===== src/rtl/deint_pkg.sv =====
// Shared constants and helpers for the block deinterleaver.
// The optional misaligned-sof counter is enabled with DEINT_SOF_ERR_EN.
package deint_pkg;
  localparam int DEINT_ROWS_DEF = 4;
  localparam int DEINT_COLS_DEF = 4;
  localparam int DEINT_ERR_W    = 8;

  // Width of an index into an N-entry block; never narrower than one bit.
  function automatic int deint_idx_w(input int n);
    return (n > 2) ? $clog2(n) : 1;
  endfunction
endpackage


===== src/rtl/deint_addr_gen.sv =====
// Row/column counters that turn the running write index n into the
// de-permuted read address col*ROWS + row, avoiding divide/mod hardware.
module deint_addr_gen
  import deint_pkg::*;
#(
  parameter int ROWS = DEINT_ROWS_DEF,
  parameter int COLS = DEINT_COLS_DEF,
  localparam int IW  = deint_idx_w(ROWS * COLS)
) (
  input  logic          clk,
  input  logic          rst,
  input  logic          advance,
  input  logic          restart,
  output logic [IW-1:0] raddr
);
  localparam int CW = (COLS > 1) ? $clog2(COLS) : 1;
  localparam int RW = (ROWS > 1) ? $clog2(ROWS) : 1;

  logic [CW-1:0] col_reg;
  logic [RW-1:0] row_reg;

  // restart treats the current beat as index 0, so the counters land on index 1.
  always_ff @(posedge clk or negedge rst) begin
    if (!rst) begin
      col_reg <= '0;
      row_reg <= '0;
    end else if (restart) begin
      col_reg <= CW'(1);
      row_reg <= '0;
    end else if (advance) begin
      if (col_reg == CW'(COLS - 1)) begin
        col_reg <= '0;
        if (row_reg == RW'(ROWS - 1)) row_reg <= '0;
        else                          row_reg <= row_reg + RW'(1);
      end else begin
        col_reg <= col_reg + CW'(1);
      end
    end
  end

  assign raddr = IW'(32'(col_reg) * ROWS + 32'(row_reg));
endmodule


===== src/rtl/deinterleaver.sv =====
// Ping-pong row/column block deinterleaver: one bank fills while the other
// is read in de-permuted order. Define DEINT_SOF_ERR_EN to add err_cnt_o.
module deinterleaver
  import deint_pkg::*;
#(
  parameter int  ROWS = DEINT_ROWS_DEF,
  parameter int  COLS = DEINT_COLS_DEF,
  localparam int N    = ROWS * COLS,
  localparam int IW   = deint_idx_w(N)
) (
  input  logic clk,
  input  logic rst,
  input  logic valid_i,
  input  logic sof_i,
  input  logic data_i,
  output logic valid_o,
  output logic sof_o,
  output logic data_o
`ifdef DEINT_SOF_ERR_EN
  ,
  output logic [DEINT_ERR_W-1:0] err_cnt_o
`endif
);
  logic          bank_mem [2][N];
  logic [IW-1:0] wr_idx_reg;
  logic          wr_bank_reg;
  logic [1:0]    bank_full_reg;
  logic [IW-1:0] raddr;
  logic          rd_bank;
  logic          misalign;
  logic          wrap;

  assign rd_bank  = ~wr_bank_reg;
  assign misalign = valid_i && sof_i && (wr_idx_reg != '0);
  assign wrap     = valid_i && !misalign && (wr_idx_reg == IW'(N - 1));

  deint_addr_gen #(.ROWS(ROWS), .COLS(COLS)) u_addr_gen (
    .clk    (clk),
    .rst    (rst),
    .advance(valid_i),
    .restart(misalign),
    .raddr  (raddr)
  );

  // Storage carries no reset so it can map onto RAM primitives.
  always_ff @(posedge clk) begin
    if (valid_i) begin
      bank_mem[wr_bank_reg][misalign ? '0 : wr_idx_reg] <= data_i;
    end
  end

  always_ff @(posedge clk or negedge rst) begin
    if (!rst) begin
      wr_idx_reg    <= '0;
      wr_bank_reg   <= 1'b0;
      bank_full_reg <= 2'b00;
      valid_o       <= 1'b0;
      sof_o         <= 1'b0;
      data_o        <= 1'b0;
    end else if (!valid_i) begin
      valid_o <= 1'b0;
      sof_o   <= 1'b0;
    end else if (misalign) begin
      // Resync: drop the partial block and anything waiting to be read.
      wr_idx_reg    <= IW'(1);
      bank_full_reg <= 2'b00;
      valid_o       <= 1'b0;
      sof_o         <= 1'b0;
    end else begin
      if (bank_full_reg[rd_bank]) begin
        data_o  <= bank_mem[rd_bank][raddr];
        valid_o <= 1'b1;
        sof_o   <= (wr_idx_reg == '0);
      end else begin
        valid_o <= 1'b0;
        sof_o   <= 1'b0;
      end
      if (wrap) begin
        wr_idx_reg                 <= '0;
        wr_bank_reg                <= rd_bank;
        bank_full_reg[wr_bank_reg] <= 1'b1;
        bank_full_reg[rd_bank]     <= 1'b0;
      end else begin
        wr_idx_reg <= wr_idx_reg + IW'(1);
      end
    end
  end

`ifdef DEINT_SOF_ERR_EN
  always_ff @(posedge clk or negedge rst) begin
    if (!rst) begin
      err_cnt_o <= '0;
    end else if (misalign && (err_cnt_o != '1)) begin
      err_cnt_o <= err_cnt_o + DEINT_ERR_W'(1);
    end
  end
`endif
endmodule

===== config.mk =====
export PLATFORM = sky130hd
export DESIGN_NAME = deinterleaver
export DESIGN_NICKNAME = d
export VERILOG_FILES = /design/src/rtl/deint_pkg.sv /design/src/rtl/deint_addr_gen.sv /design/src/rtl/deinterleaver.sv
export SDC_FILE = /design/constraint.sdc
export NUM_CORES = 1
export LEC_CHECK = 0
export CORE_ASPECT_RATIO = 0.6
export CORE_MARGIN = 10
export CORE_UTILIZATION = 55
export CTS_CLUSTER_DIAMETER = 100
export CTS_CLUSTER_SIZE = 8
export DETAILED_ROUTE_END_ITERATION = 8
export HOLD_SLACK_MARGIN = 0.12
export PLACE_DENSITY = 0.73
export SYNTH_ARGS = -nofsm -noshare
export SYNTH_HDL_FRONTEND = slang
export SYNTH_SLANG_ARGS = --single-unit

===== constraint.sdc =====
create_clock -name clk -period 4 [get_ports clk]
set_input_delay 0.8 -clock clk [delete_from_list [all_inputs] [get_ports clk]]
set_output_delay 0.8 -clock clk [all_outputs]
set_load 0.05 [all_outputs]

* After elaboration in Yosys (flattened, before gate mapping) *
Memories as Yosys holds them, arrays and structs flattened.
Cells that the tools add are included.

storage, ports and cells
  bits in registers = 14
  latch bits = 0
  bits in writable memories = 32
  memory bits (read-only) = 0
  input bits = 5
  memories kept = 1

cells by class
  add/subtract/negate cells = 4
  multiply operators = 0
  divide/modulo/power cells = 0
  magnitude comparators = 7
  equal/unequal tests = 3
  shift-type cells = 0
  mux-type cells = 31
  bitwise gates (word level) = 7
  reduce and logical (&&, ||, !) cells = 17

memories
  memory    depth  bits a word  read ports  clocked after memory_dff  write ports  RTL line             text
  bank_mem  2      16           1           0                         1            deinterleaver.sv:24  logic bank_mem [2][N];

operator list
  kind                                                                   number
  2-bit two-way mux                                                      9
  16-bit two-way mux                                                     1
  1-bit two-way mux                                                      14
  4-bit two-way mux                                                      3
  5-bit greater-or-equal comparator (second input constant)              2
  4-bit inverter with 5-bit output                                       2
  1-bit logical AND                                                      7
  3-bit AND reduction                                                    2
  2-bit nonzero test                                                     3
  5-bit by 1-bit < comparator with 1-bit output (second input constant)  1
  2-bit by 1-bit adder with 2-bit output (second input constant)         2
  4-bit by 1-bit adder with 4-bit output (second input constant)         1
  4-bit by 2-bit adder with 4-bit output                                 1
  1-bit binary-select mux with 4-bit select                              1
  1-bit demux with 4-bit select                                          1
  2-bit equality test (second input constant)                            2
  4-bit equality test (second input constant)                            1
  4-bit logical NOT                                                      1
  1-bit by 2-bit < comparator with 1-bit output (second input constant)  2
  2-bit AND reduction                                                    2
  4-bit nonzero test                                                     1
  2-bit bitwise AND                                                      1
  1-bit demux with 1-bit select                                          2
  1-bit greater-or-equal comparator (second input constant)              2
  other kinds (4)                                                        5

* Logic depth before layout (Yosys ltp) *
  word-level depth = 9
  gate-level depth with buffers = 8
  gate-level depth less buffers = 6

* Modules after synthesis *
From an unflattened synthesis, not the netlist that was laid out.

unflattened totals
  cell total of the unflattened synthesis = 182
  area, all modules = 2214.6 um^2

by module, submodules not included
  module          times used  cells each  area each (um^2)  seq. area each (um^2)
  deinterleaver   1           165         2010.7            1211.2
  deint_addr_gen  1           17          203.9             100.1

* Least setup slack after synthesis *
OpenSTA, ideal clock, no wires.

  path type = register to register
  start point = register wr_idx_reg[1]
  end point = memory bank_mem[0][9] (netlist name), enable pin
  setup time = 315 ps
  arrival = 1816 ps
  slack = 1869 ps
  cell stages (with the launch flop) = 8
  period minus slack after synthesis = 2131 ps
  path through = dfrtp_1 clkbuf_1 inv_1 ha_1 or3b_4 and3_4 buf_6 nor4_4

on the way
  word-level cells in the longest chain between the ends = 9
  elaborated cells on any way between the ends = 10

RTL lines
  item                                                                                                                      RTL line             text
  start, declared                                                                                                           deinterleaver.sv:25  logic [IW-1:0] wr_idx_reg;
  start signal, assigned                                                                                                    deinterleaver.sv:84  wr_idx_reg <= wr_idx_reg + IW'(1);
  4-bit nonzero test                                                                                                        deinterleaver.sv:34  assign misalign = valid_i && sof_i && (wr_idx_reg != '0);
  1-bit logical AND                                                                                                         deinterleaver.sv:34
  4-bit two-way mux *                                                                                                       deinterleaver.sv:48  bank_mem[wr_bank_reg][misalign ? '0 : wr_idx_reg] <= data_i;
  4-bit inverter with 5-bit output *                                                                                        deinterleaver.sv:48
  5-bit greater-or-equal comparator (not written as such) or 5-bit by 1-bit < comparator with 1-bit output (tied branches)  deinterleaver.sv:48
  1-bit logical AND (not written as such)                                                                                   deinterleaver.sv:48
  1-bit two-way mux                                                                                                         deinterleaver.sv:48
  1-bit demux with 4-bit select *                                                                                           deinterleaver.sv:48
  16-bit two-way mux *                                                                                                      deinterleaver.sv:48
  end, declared                                                                                                             deinterleaver.sv:24

Mark *: on every way between the ends. The rest lies on a longest branch, timed or not.

* Worst setup path in the final report *
  start point = input port valid_i
  end point = register bank_full_reg[1]

on the way
  word-level cells in the longest chain between the ends = 7
  elaborated cells on any way between the ends = 8

RTL lines
  item                             RTL line             text
  start, declared                  deinterleaver.sv:13  input logic valid_i,
  1-bit logical AND (2 in series)  deinterleaver.sv:34
  1-bit logical NOT                deinterleaver.sv:35  assign wrap = valid_i && !misalign && (wr_idx_reg == IW'(N - 1));
  1-bit logical AND (2 in series)  deinterleaver.sv:35
  2-bit nonzero test (no line)     --
  2-bit AND reduction (no line)    --
  end signal, assigned             deinterleaver.sv:56  bank_full_reg <= 2'b00;
  end signal, assigned             deinterleaver.sv:66  bank_full_reg <= 2'b00;
  end signal, assigned by index    deinterleaver.sv:81  bank_full_reg[wr_bank_reg] <= 1'b1;
  end, declared                    deinterleaver.sv:27  logic [1:0] bank_full_reg;

Several ways; a longest one is shown, not always the timed one.
A chain may end at the register's enable or synchronous reset.

==> flow_summary.yaml <==
outcome:
  outcome: "finished, final reports clean"
clock_tree:
  clk_latency_ns: 0.30
  cts_resized: 0
  cts_tree: "yes"
  htreeDepth: 2
  cts_buffers: 5
  clk_path_buf_depth: 2
  clock-root-buffer: "clkbuf_8"
  postCtsSetupBuffers: 0
  clock-sinks: 46
  ctsHoldBuffers: 0
  clkTransAtPathRegs_ns: 0.08
routing:
  ant_nets: 0
  routed_wl_mm: 4.10
  viasPerCell: 6.05
  remaining_drc_errors: 0
  first_iter_violations: 106
  dr.pass1.iters: 4
  wire_per_inst_um: 18.1
  vias: 1368
pwr:
  finalPower_mw: 1.21
  clockPowerShare_pct: 23.5
  power_leakage_nw: 0.799
  intPower_uw: 814
  p_comb_share_pct: 23.5
  switching_share_pct: 32.8
  powerDensity_mw_per_mm2: 512
  sequentialPowerShare_pct: 53.0
  switchingPower_uw: 397
  vdd_ir_drop_max_mv: 0.276
global_routing:
  grt_overflow_total: 0
  grtUsageTotal_pct: 12.4
  grt_pass1_wl_mm: 6.82
  grt_max_degree: 33
  grt_pass1_vias: 1298
  grt_antenna_before_repair: 0
placed_design:
  gp_congestion: 0.840
  dp_cells: 218
  dp_slack_ns: 1.06
  portBuffers: 7
  hpwl_mm: 2.90
worst_setup_path:
  arrival_ns: 2.81
  r2r_start: "wr_idx_reg[1]"
  path_class: "input pin to register"
  cp_slowest_stage_delay_ns: 0.73
  start_kind: "input pin"
  rrSetupSlack_ns: 1.62
  path_depth: 5
  worst_setup_path_end_kind: "register"
  cp_max_fo: 20
  worst-path-buf-inv: 1
  startpoint: "valid_i"
  r2r-end: "bank_mem[1][14]"
  cp.required_ns: 4.16
  cp_top_family: "compound AO/OA/AOI/OAI gates"
  worstPathCellList: "clkdlybuf4s50_1 > a21boi_0 > nand4_1 > nand3_1 > o21ai_0"
  slowest_stage: "clkdlybuf4s50_1"
  endpoint: "bank_full_reg[1]"
  reg2reg_depth: 6
final_layout:
  drive_gt1_share_pct: 14.0
  nets: 187
  antenna_cells: 0
  final_cells: 226
  mostFrequentLayoutCells: "nor2_1, edfxtp_1, dfrtp_1"
  syn2layout_area_growth_pct: 7.20
  largest_reg_flops: 32
logic_synthesis:
  synth-seq-cells: 46
  ys_top_cells_by_area: "edfxtp_1, dfrtp_1, mux4_2"
  synth_top_area_share_pct: 43.6
  synth_top_area_cell: "edfxtp_1"
  syn_nets: 182
  ys_warn_count: 0
  synth_cell_types: 40
  ys_seq_area_share_pct: 59.4
  syn_area_per_cell_sq_um: 12.8
  syn_inst: 173
  syn-cell-area_sq_mm: 0.00221
die:
  num_io_pins: 8
  dieWidth_um: 102
  fp-row-count: 17
  start_util_pct: 58.6
  core_area_sq_mm: 0.00376
  die_height_um: 69.1
  dieArea_sq_mm: 0.00703
sta:
  slew_headroom_pct: 31.6
  skew_ns: 0.00533
  setup_tns_ns: 0
  setup_violations: 0
  worst_slack_ns: 1.35
  fmax_mhz: 377
  period_share_pct: 66.3
  layout_min_cycle_time_ns: 2.65
  slew_viol_final: 0
  finalHoldViolations: 0
  max_slew.worst_pin.slew_ns: 1.02
  rsz0062_at_grt: "false"
run:
  drv_cap: 0
min_path:
  hold_class: "register to register"
[cell usage after synthesis]
library cell  count
buf_2             3
nand4_1           4
ha_1              4
a211oi_2          1
nor3_1            5
nor2_1           32
buf_1             1
and3_1            1
o21ai_2           1
nand3_1           8
a21oi_1           4
nand3_2           1
o21ai_0           9
edfxtp_1         32
o2bb2ai_1         1
mux4_2            7
o211ai_1          2
nor4_4            2
a31o_1            1
o22ai_1           1
nand2_1           9
dfrtp_1          14
and3b_1           1
inv_1             5
nand3b_1          3
mux2i_1           3
or3b_4            1
xnor2_1           1
clkbuf_2          1
or3_1             1
a221oi_1          1
a21boi_0          1
xor2_1            1
mux2_2            2
nor3_2            2
a31oi_1           1
clkbuf_1          1
and3_4            1
nor2b_1           1
buf_6             3
[layout make-up]
cell class / instances / area [sq um]
sequential: 46 / 1310
inverter: 5 / 18.8
fill: 299 / 1400
tap: 47 / 58.8
clock inverter: 1 / 5.00
clock buffer: 7 / 86.3
multi-input combinational: 113 / 815
timing repair buffer: 7 / 70.1
[routing by layer]
layer,GRT usage [%],share of wire [%],wire (um),up-vias
li1,-,-,-,653
met3,4.17,7.4,304,7
met2,16.6,44,1790,41
met1,17.8,48,1950,667
met4,4.23,1.2,51,0
met5,0,0,0,-
[worst register-to-register path, cell delays in order, from the launching register on]
cell	delay (ns)
dfrtp_1	0.48
inv_1	0.27
ha_1	0.19
or3b_4	0.40
nand3_2	0.15
nand4_1	0.34
nor2_1	0.25
[worst min-delay path by stage]
stage,endpoint,slack [ns],startpoint,depth (start not counted)
final,bank_full_reg[0],0.54,bank_full_reg[0],2
after global routing,bank_full_reg[0],0.59,bank_full_reg[0],2
after CTS,bank_full_reg[0],0.53,bank_full_reg[0],2
after detailed placement,bank_full_reg[0],0.52,bank_full_reg[0],2
after global placement,bank_full_reg[0],0.49,bank_full_reg[0],2
after floorplan,bank_full_reg[1],0.47,bank_full_reg[1],2
[kinds of logic (layout without fill, tap and decap cells)]
family | after synthesis | in the layout | share of synthesized area, %
AO/OA/AOI/OAI | 23 | 23 | 6.69
XOR/XNOR | 2 | 2 | 0.794
adder cells (fa/ha/maj) | 4 | 4 | 2.27
buffers and inverters | 14 | 20 | 3.63
flip-flops | 46 | 46 | 59.4
multiplexers | 12 | 12 | 9.53
AND/OR/NAND/NOR | 72 | 72 | 17.6
[metrics by stage]
stage	util (%)	hold slack [ns]	area (sq um)
after floorplan	-	0.468	2210
after global placement	60.4	0.487	2270
after detailed placement	60.4	0.516	2270
after CTS	62.8	0.534	2360
after global routing	62.8	0.588	2360
final	62.8	0.536	2360
[power by group through the flow]
stage	combinational [mW]	sequential, mW	clock (mW)
2_1_floorplan	0.283	0.590	0
3_3_place_gp	0.273	0.651	0
3_5_place_dp	0.282	0.654	0
4_1_cts	0.284	0.643	0.292
5_1_grt	0.314	0.654	0.314
6_report	0.284	0.643	0.285
(Power assumes the default switching activity.)
